[src/rtl/car_collision_checker_tile_overlap.sv]
// Combinational lane match plus X-overlap test of two TILE_SIZE-wide sprites.
module tile_overlap #(
  parameter int TILE_SIZE = 32
) (
  input  logic [9:0] frog_x,
  input  logic [9:0] frog_y,
  input  logic [9:0] obj_x,
  input  logic [9:0] obj_y,
  output logic       hit
);

  logic [10:0] fx;
  logic [10:0] ox;
  logic [10:0] tile;

  // One extra bit so x + TILE_SIZE near the right screen edge cannot wrap.
  assign fx   = {1'b0, frog_x};
  assign ox   = {1'b0, obj_x};
  assign tile = 11'(TILE_SIZE);

  // Strict compares: sprites whose edges merely touch do not overlap.
  assign hit = (frog_y == obj_y) && (fx < ox + tile) && (ox < fx + tile);

endmodule

[config.mk]
export PLATFORM = sky130hd
export DESIGN_NAME = tile_overlap
export DESIGN_NICKNAME = d
export VERILOG_FILES = /design/src/rtl/car_collision_checker_tile_overlap.sv
export SDC_FILE = /design/constraint.sdc
export NUM_CORES = 1
export LEC_CHECK = 0
export BUFFER_PORTS_ARGS = -buffer_cell sky130_fd_sc_hd__buf_2
export CORE_MARGIN = 2
export CORE_UTILIZATION = 42
export DETAILED_ROUTE_END_ITERATION = 10
export PLACE_DENSITY = 0.8
export SLEW_MARGIN = 20
export SYNTH_ARGS = -nofsm -noshare
export SYNTH_HDL_FRONTEND = slang
export SYNTH_SLANG_ARGS = --single-unit
export TNS_END_PERCENT = 50
[constraint.sdc]
create_clock -name vclk -period 1.5
set_input_delay 0.075 -clock vclk [all_inputs]
set_output_delay 0.075 -clock vclk [all_outputs]
set_load 0.05 [all_outputs]
---- Yosys cells after proc, flatten, opt, wreduce, memory -nomap -nowiden ----
Index checks and enable logic that the tools add are counted.
word-level totals
  bits of input ports ..................... 40
  output and inout bits ................... 1
  word-level logic and storage cells ...... 7
  flip-flop bits (word level) ............. 0
operators by class
  order comparisons ....................... 2
  reduce and logical (&&, ||, !) cells .... 2
  eq/ne operators ......................... 1
  add/sub/neg operators ................... 2
operators by type and width
  operator                                        count
  adder 10 x 6 -> 11 bit (second input constant)  2
  less-than comparator 10 x 11 -> 1 bit           2
  == test 10 bit                                  1
  logical AND 1 bit                               2

---- Logic depth before layout (Yosys ltp) ----
  word-level depth ........................ 4
  mapped depth ............................ 8
  gate-level depth less buffers ........... 8

---- Worst setup path after synthesis ----
No wires, ideal clock.
  kind .................................... in2out
  from .................................... in obj_x[5]
  to ...................................... out hit
  path buffers ............................ 0
  data required time ...................... 1.425 ns
  arrival ................................. 2.140 ns
  setup slack ............................. -0.715 ns
  stages on the path ...................... 8
  cells stage by stage .................... ha_1 inv_1 ha_1 a21oi_1 o21ai_0 a31oi_1 o32ai_1 nor3_1
on the way
  word-level cells in the longest chain between the ends .. 4
  elaborated cells on any way between the ends .. 5
  classes of those cells .................. 1 x add/sub; 2 x order compare; 2 x reduce/logical
RTL lines
  item                                   RTL line  source
  from (decl)                            7         input logic [9:0] obj_x,
  adder 10 x 6 -> 11 bit                 22        assign hit = (frog_y == obj_y) && (fx < ox + tile) && (ox < fx + tile);
  less-than comparator 10 x 11 -> 1 bit  22
  logical AND 1 bit                      22
  logical AND 1 bit *                    22
  to (decl)                              9         output logic hit
Every way passes the cells marked *; elsewhere a longest branch is shown, timed or not.

---- Final worst setup path ----
  from .................................... in obj_x[6]
  to ...................................... out hit
Same word-level chain as after synthesis.

==> impl_metrics.toml <==
[run_status]
status = "finished with violations"
failed_checks = "setup timing"

[critical_path]
criticalPathCategory = "input pin to output port"
cp.arrival_ns = 1.53
slowest_stage = "ha_1"
cp-start-kind = "input pin"
cp_max_fo = 3
cpMostUsedCell = "buf_6"
max_stage_delay_ns = 0.33
worst_ep_required_time_ns = 1.42
end_kind = "output port"
worst-path-buf-inv = 3
critical-path-top-delay-family = "buffers and inverters"
worstSetupEndpoint = "hit"
crit_start = "obj_x[6]"
crit_chain = "buf_6 -> buf_6 -> nand3_2 -> xor2_1 -> ha_1 -> a21oi_2 -> o221ai_2 -> nor3_4 -> buf_6"
cp_num_cells = 9

[floorplanning]
dieArea_sq_um = 1840
io_pins = 41
die_h_um = 42.9
row_count = 14
core_area_sq_um = 1450
start_util_pct = 43.6
die_w_um = 42.9

[sta]
slew_viol_final = 0
worst_slack_ns = -0.106
fin_tns_setup_ns = -0.106
rsz0062_at_grt = "true"
hold_viol_final = 0
max_slew_margin_pct = 81.1
tightest_slew_ns = 0.283
period_minus_slack_ns = 1.61
setup_viol = 1
fin_hold_ws_ns = 0.682
clock.fmax_mhz = 623
period_share_pct = 107

[place]
post-place-cells = 153
place_worst_setup_slack_ns = -0.267
hpwl_um = 1510
place_congestion = 0.828
portBuffers = 41

[cells_and_area]
layoutNonFillerInstCount = 153
final_nets = 198
fin_util_pct = 74.4
areaGrowthSynthToFinish_pct = 70.4
num_antenna_cells = 0
seq_area_sq_um = 0
drive_gt1_share_pct = 50.4
seq_cells = 0
clock_buffers = 0

[routing]
routedWlPerCell_um = 11.0
vias_per_cell = 5.14
wl_um = 1680
dr.pass1.iters = 2
ant_nets = 0
drc = 0
drtIter0Drc = 1
vias = 786

[yosys]
ys_types = 18
synth-compound-area-share_pct = 18.7
muxShareOfSynthArea_pct = 0
synth_top_area_share_pct = 37.5
yosysWarnings = 0
synth-simple-area-share_pct = 15.2
yosysSeqAreaShare_pct = 0
synthAdderAreaFrac_pct = 37.5
synth_largest_area_cell = "ha_1"
synth.top_cells.by_count = "ha_1 (19), inv_1 (11), xor2_1 (9), a21oi_1 (8), o21ai_0 (8)"
synth_area_leaders = "ha_1 (37%), xor2_1 (12%), xnor2_1 (9.7%), inv_1 (6.5%), a21oi_1 (6.3%)"
synthMostInstantiatedCell = "ha_1"
syn_avg_cell_area_sq_um = 7.46
synth_xor_area_share_pct = 22.1
syn-cell-area_sq_um = 634
synthesis.nets = 144
netlist_instances = 85
synth_top_family_by_area = "adder cells"

[pwr]
switching_share_pct = 47.0
comb_power_share_pct = 100.0
clockPowerShare_pct = 0
powerDensity_nw_per_um2 = 289
switching_power_mw = 0.147
ir_drop_mv = 0.150
p_int_mw = 0.165
seqPwrFrac_pct = 0
cellLeakagePower_nw = 0.542

[min_path]
min-delay-start = "frog_y[3]"
hold_class = "input pin to output port"

[cts]
cts_hold_buf = 0
post_cts_buffers = 0

[global_route]
antenna_found_initial = 0
grt_pass1_vias = 783
grt-ovfl-total = 0
grt_usage_pct = 19.1
grt_pass1_wl_um = 2850
grt_max_degree = 5

[run]
max_cap_violations = 0
## per-stage QoR
| step | instance area (sq um) | total power [mW] |
|---|---|---|
| final | 1080 | 0.312 |
| after floorplan | 717 | 0.164 |
| after global placement | 1020 | 0.278 |
| after detailed placement | 1020 | 0.293 |
| after CTS | 1060 | 0.305 |
| after global routing | 1080 | 0.347 |
## logic make-up after synthesis
logic type	after synthesis
compound gates	21
fa+ha+maj	19
simple gates	18
xor+xnor	16
buf+inv	11
## final cells by class
type,count,area (sq um)
inverter,11,41.3
timing repair buffer,52,323
multi-input combinational,74,697
tap,16,20.0
fill,108,373
## tightest hold or removal path: stages
cell and delay, ns:
buf_2 0.08, xnor2_1 0.05, nand4_1 0.08, nor3_2 0.05, o221ai_2 0.07, nor3_4 0.05
buf_6 0.14
## placed cells by master (no fill, tap or decap), types with 2 or more instances in the layout
cell type | Yosys | final
nand4_1 | 2 | 2
nand3_2 | 0 | 2
buf_2 | 0 | 36
buf_4 | 0 | 11
inv_2 | 0 | 2
a21oi_1 | 8 | 4
inv_1 | 11 | 9
o21ai_0 | 8 | 4
ha_1 | 19 | 15
nand3_1 | 5 | 3
a31oi_1 | 2 | 2
nand2_1 | 5 | 5
nor2b_1 | 2 | 2
o21ai_1 | 0 | 3
xnor2_1 | 7 | 7
a21oi_2 | 0 | 4
xor2_1 | 9 | 9
buf_6 | 0 | 4
ha_4 | 0 | 4
## metal layers
metal	track usage, %	part of all wire, %	vias up	wire, um
met5	0	0	-	0
li1	-	-	409	-
met2	41.2	57	21	961
met4	5.00	1.7	0	29
met3	0.851	3.1	4	52
met1	18.5	38	352	638
## how the worst min path moves through the flow
| stage | endpoint | cells past startpoint | slack [ns] |
|---|---|---|---|
| floorplan | hit | 5 | 0.47 |
| global placement | hit | 7 | 0.74 |
| detailed placement | hit | 7 | 0.74 |
| CTS | hit | 7 | 0.69 |
| global route | hit | 7 | 0.74 |
| finish | hit | 7 | 0.68 |
## power groups by stage
stage          clock, mW  combinational [mW]  sequential [mW]
4_1_cts                0               0.305                0
3_3_place_gp           0               0.278                0
6_report               0               0.312                0
5_1_grt                0               0.347                0
3_5_place_dp           0               0.293                0
2_1_floorplan          0               0.164                0
## repair_timing
action	4_1_cts	5_1_grt
resized for setup	12	5
pin swaps	10	2
endpoints found under the setup margin	1	1
gates cloned	0	0
Note: power is estimated with default switching activity, not from simulation.
